--- src/rtl/adder_pkg.sv ---
// Shared types and elaboration-time helpers for the chunked serial adder.
package adder_pkg;

   typedef enum logic [1:0] {
      IDLE = 2'd0,
      RUN  = 2'd1,
      DONE = 2'd2
   } state_t;

   function automatic int clog2(input int v);
      int r;
      r = 0;
      for (int x = v - 1; x > 0; x = x >> 1) r++;
      return r;
   endfunction

   function automatic int nchunk(input int width, input int chunk);
      return width / chunk;
   endfunction

   // A single-chunk configuration still needs a one-bit counter.
   function automatic int cnt_width(input int n);
      return (clog2(n) < 1) ? 1 : clog2(n);
   endfunction

endpackage

--- src/rtl/chunk_adder.sv ---
// Combinational CHUNK-bit ripple adder; c_msb is the carry into the top bit,
// which the top uses for signed overflow.
module chunk_adder #(
   parameter int CHUNK = 4
) (
   input  logic [CHUNK-1:0] a,
   input  logic [CHUNK-1:0] b,
   input  logic             ci,
   output logic [CHUNK-1:0] s,
   output logic             co,
   output logic             c_msb
);

   logic [CHUNK:0] w_c;

   assign w_c[0] = ci;

   for (genvar i = 0; i < CHUNK; i++) begin : g_fa
      logic w_s1;
      logic w_c1;
      logic w_c2;

      half_adder u_ha0 (.a(a[i]), .b(b[i]),   .s(w_s1), .c(w_c1));
      half_adder u_ha1 (.a(w_s1), .b(w_c[i]), .s(s[i]), .c(w_c2));

      assign w_c[i+1] = w_c1 | w_c2;
   end

   assign co    = w_c[CHUNK];
   assign c_msb = w_c[CHUNK-1];

endmodule

--- src/rtl/half_adder.sv ---
// Single-bit half adder, the leaf cell of the chunk ripple chain.
module half_adder (
   input  logic a,
   input  logic b,
   output logic s,
   output logic c
);

   assign s = a ^ b;
   assign c = a & b;

endmodule

--- src/rtl/chunked_serial_adder.sv ---
// Multi-cycle WIDTH-bit add/subtract, CHUNK bits per clock, LSB chunk first.
// Handshakes: a transfer happens on a rising edge where valid and ready are both high.
module chunked_serial_adder
   import adder_pkg::*;
#(
   parameter int WIDTH = 16,
   parameter int CHUNK = 4
) (
   input  logic             clk,
   input  logic             rst_n,
   input  logic             in_valid,
   output logic             in_ready,
   input  logic [WIDTH-1:0] a,
   input  logic [WIDTH-1:0] b,
   input  logic             cin,
   input  logic             sub,
   output logic             out_valid,
   input  logic             out_ready,
   output logic [WIDTH-1:0] sum,
   output logic             cout,
   output logic             overflow,
   output logic [1:0]       dbg_state
);

   localparam int NCHUNK = nchunk(WIDTH, CHUNK);
   localparam int CW     = cnt_width(NCHUNK);
   localparam logic [CW-1:0] LAST = CW'(NCHUNK - 1);

   state_t           r_state;
   state_t           w_state_next;
   logic [WIDTH-1:0] r_a;
   logic [WIDTH-1:0] r_b;
   logic             r_carry;
   logic [CW-1:0]    r_cnt;
   logic [WIDTH-1:0] r_sum;
   logic             r_cout;
   logic             r_ovf;

   logic [CHUNK-1:0] w_s;
   logic             w_co;
   logic             w_c_msb;
   logic [WIDTH-1:0] w_sum_next;
   logic             w_last;

   chunk_adder #(.CHUNK(CHUNK)) u_chunk (
      .a     (r_a[CHUNK-1:0]),
      .b     (r_b[CHUNK-1:0]),
      .ci    (r_carry),
      .s     (w_s),
      .co    (w_co),
      .c_msb (w_c_msb)
   );

   // Result chunks enter from the MSB side so after NCHUNK shifts chunk 0 sits at the LSB.
   if (NCHUNK == 1) begin : g_one
      assign w_sum_next = w_s;
   end else begin : g_many
      assign w_sum_next = {w_s, r_sum[WIDTH-1:CHUNK]};
   end

   assign w_last = (r_cnt == LAST);

   always_ff @(posedge clk or negedge rst_n) begin
      if (!rst_n) r_state <= IDLE;
      else        r_state <= w_state_next;
   end

   always_comb begin
      w_state_next = r_state;
      case (r_state)
         IDLE:    if (in_valid) w_state_next = RUN;
         RUN:     if (w_last)   w_state_next = DONE;
         DONE:    if (out_ready) w_state_next = IDLE;
         default: w_state_next = IDLE;
      endcase
   end

   always_comb begin
      in_ready  = (r_state == IDLE);
      out_valid = (r_state == DONE);
   end

   always_ff @(posedge clk or negedge rst_n) begin
      if (!rst_n) begin
         r_a     <= '0;
         r_b     <= '0;
         r_carry <= 1'b0;
         r_cnt   <= '0;
         r_sum   <= '0;
         r_cout  <= 1'b0;
         r_ovf   <= 1'b0;
      end else begin
         case (r_state)
            IDLE: begin
               if (in_valid) begin
                  r_a     <= a;
                  r_b     <= sub ? ~b : b;
                  r_carry <= sub ? 1'b1 : cin;
                  r_cnt   <= '0;
               end
            end
            RUN: begin
               r_a     <= r_a >> CHUNK;
               r_b     <= r_b >> CHUNK;
               r_carry <= w_co;
               r_sum   <= w_sum_next;
               if (w_last) begin
                  r_cout <= w_co;
                  r_ovf  <= w_c_msb ^ w_co;
                  r_cnt  <= '0;
               end else begin
                  r_cnt  <= r_cnt + CW'(1);
               end
            end
            default: ;
         endcase
      end
   end

   assign sum       = r_sum;
   assign cout      = r_cout;
   assign overflow  = r_ovf;
   assign dbg_state = r_state;

endmodule

--- config.mk ---
export PLATFORM = sky130hd
export DESIGN_NAME = chunked_serial_adder
export DESIGN_NICKNAME = d
export VERILOG_FILES = /design/src/rtl/adder_pkg.sv /design/src/rtl/chunk_adder.sv /design/src/rtl/half_adder.sv /design/src/rtl/chunked_serial_adder.sv
export SDC_FILE = /design/constraint.sdc
export NUM_CORES = 1
export LEC_CHECK = 0
export CAP_MARGIN = 20
export CORE_MARGIN = 3
export CORE_UTILIZATION = 40
export DETAILED_ROUTE_END_ITERATION = 12
export DONT_BUFFER_PORTS = 1
export HOLD_SLACK_MARGIN = 0.12
export SKIP_CTS_REPAIR_TIMING = 1
export SYNTH_ARGS = -nofsm -noshare
export SYNTH_HDL_FRONTEND = slang
export SYNTH_SLANG_ARGS = --single-unit
--- constraint.sdc ---
create_clock -name clk -period 2.3 [get_ports clk]
set_input_delay 0.345 -clock clk [delete_from_list [all_inputs] [get_ports clk]]
set_output_delay 0.345 -clock clk [all_outputs]
set_load 0.005 [all_outputs]
# Yosys cells after proc, flatten, opt, wreduce, memory -nomap -nowiden
# Cells that the tools add are included.
dict set report word_totals {
  input_bits 38
  reg_bits 55
  wordCells 57
  output_inout_bits 22
}
dict set report classes {
  n_bitwise 22
  n_eq_ne 6
  n_reduce_logical 5
  mux 15
  n_addsub 1
}
# op n
set ops {}
lappend ops {{one-hot mux 16 bit (2 select lines)} 2}
lappend ops {{two-way mux 16 bit} 3}
lappend ops {{inverter 16 bit} 1}
lappend ops {{two-way mux 2 bit} 5}
lappend ops {{bitwise XOR 1 bit} 9}
lappend ops {{AND 1 bit} 8}
lappend ops {{one-hot mux 2 bit (3 select lines)} 1}
lappend ops {{== test 2 bit (second input constant)} 2}
lappend ops {{inequality test 2 bit (second input constant)} 2}
lappend ops {{bitwise OR 1 bit} 4}
lappend ops {{one-hot mux 2 bit (2 select lines)} 1}
lappend ops {{AND reduction 2 bit} 2}
lappend ops {{AND reduction 3 bit} 1}
lappend ops {{adder 2 x 1 -> 2 bit (second input constant)} 1}
lappend ops {{== test 2 x 1 -> 1 bit (second input constant)} 1}
lappend ops {{logical NOT 2 bit} 1}
lappend ops {{two-way mux 1 bit} 2}
lappend ops {{inequality test 2 x 1 -> 1 bit (second input constant)} 1}
lappend ops {{one-hot mux 1 bit (2 select lines)} 1}
lappend ops {{nonzero test 2 bit} 1}

# Depth between registers and ports, before layout
# Gate-level depths: netlist of the first run.
dict set report depth {
  depth_word 10
  ltp_mapped 9
  mapped_depth_nobuf 9
}

# By module
# From an unflattened synthesis of the first run, not the netlist that was laid out.
dict set report unflattened {
  hier_cells 265
  hier_area_um2 2668.8
}
# module seq_area_each_um2 cells_per_inst instances area_per_inst_um2
set modules_own_cells {}
lappend modules_own_cells {chunked_serial_adder 1376.3 253 1 2543.7}
lappend modules_own_cells {half_adder 0.0 1 8 12.5}
lappend modules_own_cells {chunk_adder 0.0 4 1 25.0}

# Least setup slack after synthesis of the first run
# OpenSTA, ideal clock, no wires.
dict set report synth_path {
  path_type {register to register}
  from {register r_carry}
  to {register r_sum[15] (netlist: sum[15])}
  n_path_buf 0
  setup_time_ns 0.083
  path_slack_ns 0.202
  path_stages_with_launch 9
  required_time_ns 2.217
  arrival_ns 2.016
  path_cell_list {dfrtp_1 -> inv_1 -> fa_1 -> inv_1 -> fa_1 -> fa_1 -> inv_1 -> fa_1 -> o21ai_0}
}
dict set report synth_via {
  elab_chain_len 7
}
# element line_no
set synth_rtl {}
lappend synth_rtl {{from (decl)} chunked_serial_adder.sv:33} ;# logic r_carry;
lappend synth_rtl {{from (signal assigned)} chunked_serial_adder.sv:98} ;# r_carry <= sub ? 1'b1 : cin;
lappend synth_rtl {{from (signal assigned)} chunked_serial_adder.sv:105} ;# r_carry <= w_co;
lappend synth_rtl {{AND 1 bit} half_adder.sv:10} ;# assign c = a & b;
lappend synth_rtl {{bitwise OR 1 bit} chunk_adder.sv:26} ;# assign w_c[i+1] = w_c1 | w_c2;
lappend synth_rtl {{AND 1 bit} half_adder.sv:10}
lappend synth_rtl {{bitwise OR 1 bit} chunk_adder.sv:26}
lappend synth_rtl {{AND 1 bit} half_adder.sv:10}
lappend synth_rtl {{bitwise OR 1 bit} chunk_adder.sv:26}
lappend synth_rtl {{bitwise XOR 1 bit} half_adder.sv:9} ;# assign s = a ^ b;
lappend synth_rtl {{to (signal assigned)} chunked_serial_adder.sv:106} ;# r_sum <= w_sum_next;
lappend synth_rtl {{to (decl)} chunked_serial_adder.sv:35} ;# logic [WIDTH-1:0] r_sum;
# Every way passes these cells.
# A chain may end at the register's enable or synchronous reset.

# Final worst setup path of the first run
# Ends and elaborated chain as after synthesis.

==> results of run 1 <==
## routing by layer
metal	share of wire	routed length, um	global-route usage	up-vias
li1	-	-	-	937
met1	0.47	2750	0.231	916
met2	0.45	2630	0.221	51
met3	0.066	385	0.0452	7
met4	0.0084	49	0.0335	0
met5	0	0	0	-
## cell type report
class | instances | area, um2
sequential | 55 | 1380
tap | 77 | 96.3
fill | 614 | 3520
clock inverter | 2 | 60.1
clock buffer | 6 | 72.6
timing repair buffer | 9 | 90.1
multi-input combinational | 198 | 1170
inverter | 9 | 33.8
## state kept, by name, indices dropped and copies added (netlist names)
register	flops
r_cnt	2
dbg_state	2
sum	16
r_carry	1
overflow	1
cout	1
r_b	16
r_a	16
## synth_stat cells (all sizes together)
cell	n	share of area
mux2i	1	0.0037
xnor2	16	0.052
a22oi	16	0.045
o221ai	8	0.026
a2bb2oi	3	0.0098
a22o	1	0.0033
xor2	1	0.0033
inv	9	0.013
o211ai	4	0.011
clkbuf	7	0.011
nand2	77	0.11
dfrtp	55	0.51
a21oi	14	0.026
o31ai	1	0.0028
nand3b	1	0.0028
fa	4	0.030
ha	1	0.0047
o21ai	26	0.048
o21bai	2	0.0056
or2	1	0.0023
buf	13	0.031
nor2b	16	0.038
nand2b	2	0.0047
nor2	3	0.0051
## worst min-delay path by stage
stage | slack (ns) | end | startpoint | cells past startpoint
after floorplan | 0.05 | cout$_DFFE_PN0P_ | rst_n | 0
after global placement | 0.05 | sum[3]$_DFFE_PN0P_ | rst_n | 0
after detailed placement | 0.05 | sum[3]$_DFFE_PN0P_ | rst_n | 0
after CTS | -0.29 | sum[3]$_DFFE_PN0P_ | rst_n | 0
after global routing | 0.12 | dbg_state[1]$_DFFE_PN0P_ | out_ready | 1
final | 0.13 | dbg_state[1]$_DFFE_PN0P_ | out_ready | 1
## placed cells by master (no fill, tap or decap), drive strengths merged
cell         count
inv              9
fa               4
a2bb2oi          3
dlygate4sd3      1
ha               1
o31ai            1
o221ai           8
a22oi           16
buf              8
or2              1
clkbuf           6
nor2b           16
xnor2           16
a22o             1
dfrtp           55
o211ai           4
mux2i            1
bufinv           2
xor2             1
o21bai           2
nor2             3
o21ai           26
a21oi           14
nand3b           1
nand2b           2
nand2           77
## metrics by stage
| step | instance area, um2 | worst slack, ns |
|---|---|---|
| 3_5_place_dp | 2720 | 0.116 |
| 2_1_floorplan | 2690 | 0.202 |
| 6_report | 2900 | 0.128 |
| 5_1_grt | 2900 | 0.00422 |
| 3_3_place_gp | 2720 | 0.138 |
| 4_1_cts | 2860 | 0.0915 |
## power breakdown
group / total, mW / switching (mW) / leakage (nW) / internal, mW
combinational: 1.33 / 0.788 / 0.487 / 0.538
clock: 0.747 / 0.311 / 0.0654 / 0.435
sequential: 1.70 / 0.339 / 0.716 / 1.37
total: 3.78 / 1.44 / 1.27 / 2.34
## logic make-up after synthesis
logic type      count (synthesis)  synth area share
simple gates                  100             0.162
compound gates                 75             0.178
flops                          55             0.512
buf+inv                        29            0.0545
xor+xnor                       17            0.0554
fa+ha+maj                       5            0.0345
mux                             1           0.00373
## worst max-delay path, delay by kind of cell (launching register included)
kind                       cells  cell delay (ns)
AOI/OAI and AO/OA              1             0.13
adders and majority gates      4             1.36
buffers and inverters          3             0.23
DFF                            1             0.39
==> impl_metrics.csv, run 1 <==
group,metric,value,unit
finish,diodes,0,
yosys,synth_nets,325,
global_route,grt_max_degree,56,
power_and_ir_drop,power,3.78,mW
die,die_h,88.0,um
timing,setup_violations,0,
place,place.gp.congestion,0.755,
critical_path,reg2regPathDepth,8,
power_and_ir_drop,leakage,1.27,nW
finish,synthToLayoutAreaGrowth,7.87,%
critical_path,r2r_end,"sum[15]$_DFFE_PN0P_",
critical_path,worstReg2RegStart,"r_carry$_DFFE_PN0P_",
finish,nets,321,
timing,fmax,460,MHz
timing,worst_pin_slew,0.519,ns
detailed_routing,initialDrtViolationCount,91,
yosys,syn_inst,282,
cts,clk_path_buf_depth,2,
yosys,ys_warn_count,0,
detailed_routing,drc,0,
timing,min_period,2.17,ns
die,rows,29,
critical_path,path_max_fanout,2,
cts,root_buffer,"clkbuf_8",
detailed_routing,via_per_inst,5.37,
global_route,grt_overflow,0,
power_and_ir_drop,ir_drop,457,uV
critical_path,endpoint,"sum[15]$_DFFE_PN0P_",
global_route,grt_pass1_vias,1808,
critical_path,crit_chain,"inv_1, fa_1, inv_1, fa_1, fa_2, inv_1, fa_2, o21ai_1",
critical_path,cp-start-kind,"flop",
place,dp_cells,346,
yosys,synth_area,2690,um2
timing,post-route-period-util,0.944,
cts,cts_tree,"done",
detailed_routing,drtPass1Iterations,4,
timing,fin_tns_setup,0,ns
cts,clk_latency,0.31,ns
critical_path,worstPathArrival,2.42,ns
critical_path,reg2reg_slack,0.13,ns
place,dp_hpwl,3840,um
timing,slew_viol_final,0,
critical_path,max_stage_delay,0.42,ns
critical_path,crit_slowest_cell,"fa_2",
die,core-area,6420,um2
yosys,avgSynthCellArea,9.53,um2
critical_path,critical_path_required,2.54,ns
critical_path,worst_path_most_repeated_cell,"inv_1",
finish,instances_no_fill,356,
critical_path,crit_path_end_kind,"flop",
flow_run,max-cap-violations,0,
die,die_area,7740,um2
timing,holdWs,0.128,ns
global_route,grt_usage,0.154,
timing,skew,0.00956,ns
yosys,ys_seq_elements,55,
yosys,synth_cell_types,31,
yosys,ys_seq_area_frac,0.512,
cts,cts_buffers,5,
detailed_routing,ant_nets,0,
detailed_routing,vias,1911,
global_route,antenna_found_initial,0,
die,start_util,0.418,
die,io_pins,60,
critical_path,crit_type,"reg -> reg",
cts,clk_pin_slew,0.10,ns
die,die_w,88.0,um
global_route,grt_pass1_wl,9310,um
timing,hold_viol,0,
detailed_routing,wl,5810,um
place,io_buffers,0,
critical_path,crit_start,"r_carry$_DFFE_PN0P_",
timing,grt_setup_unrepaired,"false",
cts,h-tree-depth,2,
finish,final_layout_size_suffix_gt1_frac,0.0753,
cts,clock_sinks,55,
hold_path,hold_path_class,"in -> reg",
run_status,status,"finished, final reports clean",
power_and_ir_drop,pwr_density_cell,1300,nW/um2
finish,utilization,0.451,
timing,max_slew_margin,0.653,
detailed_routing,wire_per_inst,16.3,um
No activity file was read; power rests on OpenSTA's default activity.
==> run 2: changes to the inputs <==
Settings changed: CORE_UTILIZATION 40 to 45.
==> impl_metrics.csv, run 2 (same netlist as run 1, synthesis figures left out) <==
group,metric,value,unit
timing,fmax,459,MHz
cts,clk_latency,0.30,ns
run_status,status,"finished, final reports clean",
global_route,grt_max_degree,56,
detailed_routing,vias,1886,
hold_path,hold_path_class,"in -> reg",
finish,multi_input_area,1170,um2
detailed_routing,ant_nets,0,
cts,h-tree-depth,2,
detailed_routing,initialDrtViolationCount,90,
detailed_routing,drtPass1Iterations,4,
finish,fillCellCount,520,
global_route,grt_pass1_wl,9470,um
finish,layout_commonest_cell,"nand2_1",
power_and_ir_drop,power_switching,1.41,mW
power_and_ir_drop,intPower,2.14,mW
timing,setup_violations,0,
cts,cts_tree,"done",
power_and_ir_drop,clkPwrFrac,0.145,
critical_path,critical_path_required,2.52,ns
die,die_w,83.3,um
power_and_ir_drop,leakage,1.25,nW
detailed_routing,wl,5590,um
finish,synthToLayoutAreaGrowth,6.29,%
power_and_ir_drop,pwr_density_cell,1240,nW/um2
detailed_routing,wire_per_inst,15.8,um
critical_path,worstPathArrival,2.40,ns
timing,holdWs,0.146,ns
power_and_ir_drop,p_comb_frac,0.376,
cts,cts_buffers,5,
hold_path,min_path_cells,1,
timing,slew_viol_final,0,
critical_path,path_max_fanout,2,
die,io_pins,60,
finish,seq_area,1380,um2
timing,max_slew_margin,0.610,
timing,hold_viol,0,
die,die_area,6930,um2
global_route,grt_overflow,0,
critical_path,reg2regPathDepth,8,
cts,clk_path_buf_depth,2,
die,rows,27,
place,io_buffers,0,
timing,worst_pin_slew,0.585,ns
critical_path,crit_path_end_kind,"flop",
global_route,antenna_found_initial,0,
timing,skew,0.00773,ns
finish,final_cell_mix,"nand2_1 (76), dfrtp_1 (55), o21ai_0 (23), a22oi_1 (16), xnor2_1 (16)",
critical_path,crit_type,"reg -> reg",
finish,nets,323,
die,start_util,0.476,
power_and_ir_drop,switching_share,0.397,
cts,clock_sinks,55,
global_route,grt_pass1_vias,1905,
die,die_h,83.3,um
timing,post-route-period-util,0.947,
power_and_ir_drop,seq_power_share,0.480,
place,dp_hpwl,3790,um
cts,root_buffer,"clkbuf_8",
detailed_routing,via_per_inst,5.34,
power_and_ir_drop,ir_drop,444,uV
flow_run,max-cap-violations,0,
die,core-area,5640,um2
timing,fin_tns_setup,0,ns
critical_path,cp-start-kind,"flop",
cts,clk_pin_slew,0.10,ns
place,place.gp.congestion,0.798,
finish,final_layout_size_suffix_gt1_frac,0.0783,
global_route,grt_usage,0.164,
detailed_routing,drc,0,
timing,min_period,2.18,ns
timing,grt_setup_unrepaired,"false",
finish,diodes,0,
run 2: power groups by stage:
stage | clock network [mW] | logic (mW) | registers, mW
floorplan | 0 | 1.08 | 1.61
global placement | 0 | 1.29 | 1.71
detailed placement | 0 | 1.32 | 1.73
CTS | 0.536 | 1.32 | 1.71
global route | 0.576 | 1.53 | 1.76
finish | 0.513 | 1.33 | 1.70
run 2: critical path: stages, from the launching register on:
cell and delay (ns):
dfrtp_1 0.39, inv_1 0.10, fa_1 0.17, inv_1 0.05, fa_1 0.38, fa_2 0.36
inv_1 0.08, fa_2 0.41, o21ai_0 0.15
run 2: per-stage QoR:
step	setup WS (ns)	instances	util	cell area [um2]	power (mW)
2_1_floorplan	0.202	282	-	2690	2.70
3_3_place_gp	0.131	343	0.484	2730	3.01
3_5_place_dp	0.116	343	0.484	2730	3.04
4_1_cts	0.0873	351	0.499	2810	3.57
5_1_grt	0.00386	353	0.506	2860	3.87
6_report	0.122	353	0.506	2860	3.54
run 2: area by class of cell:
class | count | share of cell area
Timing Repair Buffer | 11 | 0.0368
Clock inverter | 1 | 0.00175
Inverter | 9 | 0.0118
Clock buffer | 7 | 0.0267
Tap cell | 72 | 0.0316
Sequential cell | 55 | 0.482
Multi-Input combinational cell | 198 | 0.409
run 2: layer usage:
metal | share of wire | track usage | wire length, um | vias to the layer above
li1 | - | - | - | 934
met1 | 0.48 | 0.222 | 2690 | 902
met2 | 0.45 | 0.256 | 2530 | 48
met3 | 0.062 | 0.0575 | 344 | 2
met4 | 0.0047 | 0.0357 | 26 | 0
met5 | 0 | 0 | 0 | -
run 2: final timing paths:
path | from | endpoint | slack [ns]
setup / recovery | r_carry$_DFFE_PN0P_ | sum[15]$_DFFE_PN0P_ | 0.12
setup reg to reg | r_carry$_DFFE_PN0P_ | sum[15]$_DFFE_PN0P_ | 0.12
max in group asynchronous | rst_n | sum[8]$_DFFE_PN0P_ | 1.50
hold reg to reg | r_b[14]$_DFFE_PN0P_ | r_b[14]$_DFFE_PN0P_ | 0.49
min in group asynchronous | rst_n | r_b[11]$_DFFE_PN0P_ | 0.56
hold / removal | out_ready | dbg_state[1]$_DFFE_PN0P_ | 0.15
==> run 3: changes to the inputs <==
Settings changed: CORE_MARGIN 3 to default, GPL_ROUTABILITY_DRIVEN from default to 0.
==> impl_metrics.csv, run 3 (same netlist as run 1, synthesis figures left out) <==
group,metric,value,unit
timing,fin_tns_setup,0,ns
finish,final_cell_mix,"nand2_1 (76), dfrtp_1 (55), o21ai_0 (23), a22oi_1 (16), xnor2_1 (16)",
critical_path,path_max_fanout,2,
die,io_pins,60,
critical_path,cp-start-kind,"flop",
critical_path,crit_slowest_cell,"fa_2",
detailed_routing,drc,0,
finish,fillCellCount,551,
cts,clk_path_buf_depth,2,
die,die_area,6280,um2
cts,root_buffer,"clkbuf_8",
finish,utilization,0.507,
timing,slew_viol_final,0,
timing,grt_setup_unrepaired,"true",
cts,cts_buffers,5,
detailed_routing,wire_per_inst,15.6,um
power_and_ir_drop,ir_drop,426,uV
critical_path,endpoint,"sum[15]$_DFFE_PN0P_",
power_and_ir_drop,intPower,2.13,mW
timing,min_period,2.18,ns
finish,final_layout_size_suffix_gt1_frac,0.0854,
timing,fmax,459,MHz
global_route,grt_overflow,0,
detailed_routing,initialDrtViolationCount,106,
timing,post-route-period-util,0.947,
die,die_h,79.3,um
critical_path,worstReg2RegStart,"r_carry$_DFFE_PN0P_",
power_and_ir_drop,pwr_density_cell,1250,nW/um2
global_route,antenna_found_initial,0,
critical_path,r2r_end,"sum[15]$_DFFE_PN0P_",
finish,multi_input_area,1170,um2
power_and_ir_drop,seq_power_share,0.473,
die,start_util,0.476,
place,dp_hpwl,3700,um
detailed_routing,ant_nets,0,
timing,holdWs,0.115,ns
detailed_routing,drtPass1Iterations,4,
critical_path,crit_path_end_kind,"flop",
timing,worst_pin_slew,0.466,ns
timing,skew,0.00976,ns
global_route,grt_pass1_wl,9260,um
critical_path,reg2regPathDepth,8,
global_route,grt_max_degree,56,
flow_run,max-cap-violations,0,
critical_path,reg2reg_slack,0.12,ns
critical_path,critical_path_required,2.54,ns
cts,clock_sinks,55,
critical_path,crit_start,"r_carry$_DFFE_PN0P_",
power_and_ir_drop,power_switching,1.44,mW
cts,clk_pin_slew,0.11,ns
cts,cts_tree,"done",
timing,hold_viol,0,
timing,max_slew_margin,0.689,
power_and_ir_drop,clkPwrFrac,0.152,
finish,seq_area,1380,um2
hold_path,hold_path_class,"in -> reg",
power_and_ir_drop,p_comb_frac,0.375,
critical_path,crit_type,"reg -> reg",
power_and_ir_drop,leakage,1.25,nW
finish,synthToLayoutAreaGrowth,6.57,%
cts,clk_latency,0.32,ns
detailed_routing,wl,5500,um
critical_path,worstPathArrival,2.42,ns
finish,layout_commonest_cell,"nand2_1",
die,die_w,79.3,um
run_status,status,"finished, final reports clean",
cts,h-tree-depth,2,
critical_path,max_stage_delay,0.42,ns
finish,nets,323,
power_and_ir_drop,switching_share,0.403,
global_route,grt_pass1_vias,1863,
die,rows,27,
finish,diodes,0,
critical_path,worst_path_most_repeated_cell,"inv_1",
global_route,grt_usage,0.192,
detailed_routing,vias,1909,
detailed_routing,via_per_inst,5.41,
critical_path,crit_chain,"inv_1, fa_1, inv_1, fa_1, fa_2, inv_1, fa_2, o21ai_1",
die,core-area,5640,um2
timing,setup_violations,0,
place,io_buffers,0,
## run 3: cell types whose count changed in the layout (fill, tap and decap cells not counted)
cell / delta
clkinvlp_4: +2
clkbuf_1: -2
## run 3: cell type report
cell class / count / area share
flip-flops and latches: 55 / 0.481
multi-input cells: 198 / 0.408
repair buffers: 11 / 0.0367
well taps: 72 / 0.0315
clock buffers: 5 / 0.0240
inverters: 9 / 0.0118
clock inverters: 3 / 0.00699
## run 3: critical path: cells and delay by family (launching register included)
kind | cells | cell delay, ns
adder cells (fa/ha/maj) | 4 | 1.34
flip-flops | 1 | 0.39
buffers and inverters | 3 | 0.23
AO/OA/AOI/OAI | 1 | 0.14
## run 3: worst min path at each step
stage / to / startpoint / depth (start not counted)
floorplan: cout$_DFFE_PN0P_ / rst_n / 0
global placement: sum[3]$_DFFE_PN0P_ / rst_n / 0
detailed placement: sum[3]$_DFFE_PN0P_ / rst_n / 0
CTS: sum[3]$_DFFE_PN0P_ / rst_n / 0
global route: dbg_state[1]$_DFFE_PN0P_ / out_ready / 1
finish: dbg_state[1]$_DFFE_PN0P_ / out_ready / 1
## run 3: power groups by stage
stage | clock (mW) | sequential (mW) | combinational [mW]
CTS | 0.556 | 1.69 | 1.34
floorplan | 0 | 1.61 | 1.08
finish | 0.544 | 1.69 | 1.34
global route | 0.596 | 1.75 | 1.54
global placement | 0 | 1.70 | 1.30
detailed placement | 0 | 1.71 | 1.34
## run 3: metal layers
layer  global-route usage  wire length, um
met2                0.294             2500
met1                0.259             2570
met5                    0                0
met3               0.0506              324
met4               0.0709              101
## run 3: metrics by stage
stage | instances | cell area, um2 | power [mW] | worst slack [ns]
after floorplan | 282 | 2690 | 2.70 | 0.202
after global placement | 343 | 2730 | 3.00 | 0.137
after detailed placement | 343 | 2730 | 3.05 | 0.0656
after CTS | 351 | 2820 | 3.58 | 0.0332
after global routing | 353 | 2860 | 3.89 | -0.0207
final | 353 | 2860 | 3.57 | 0.123
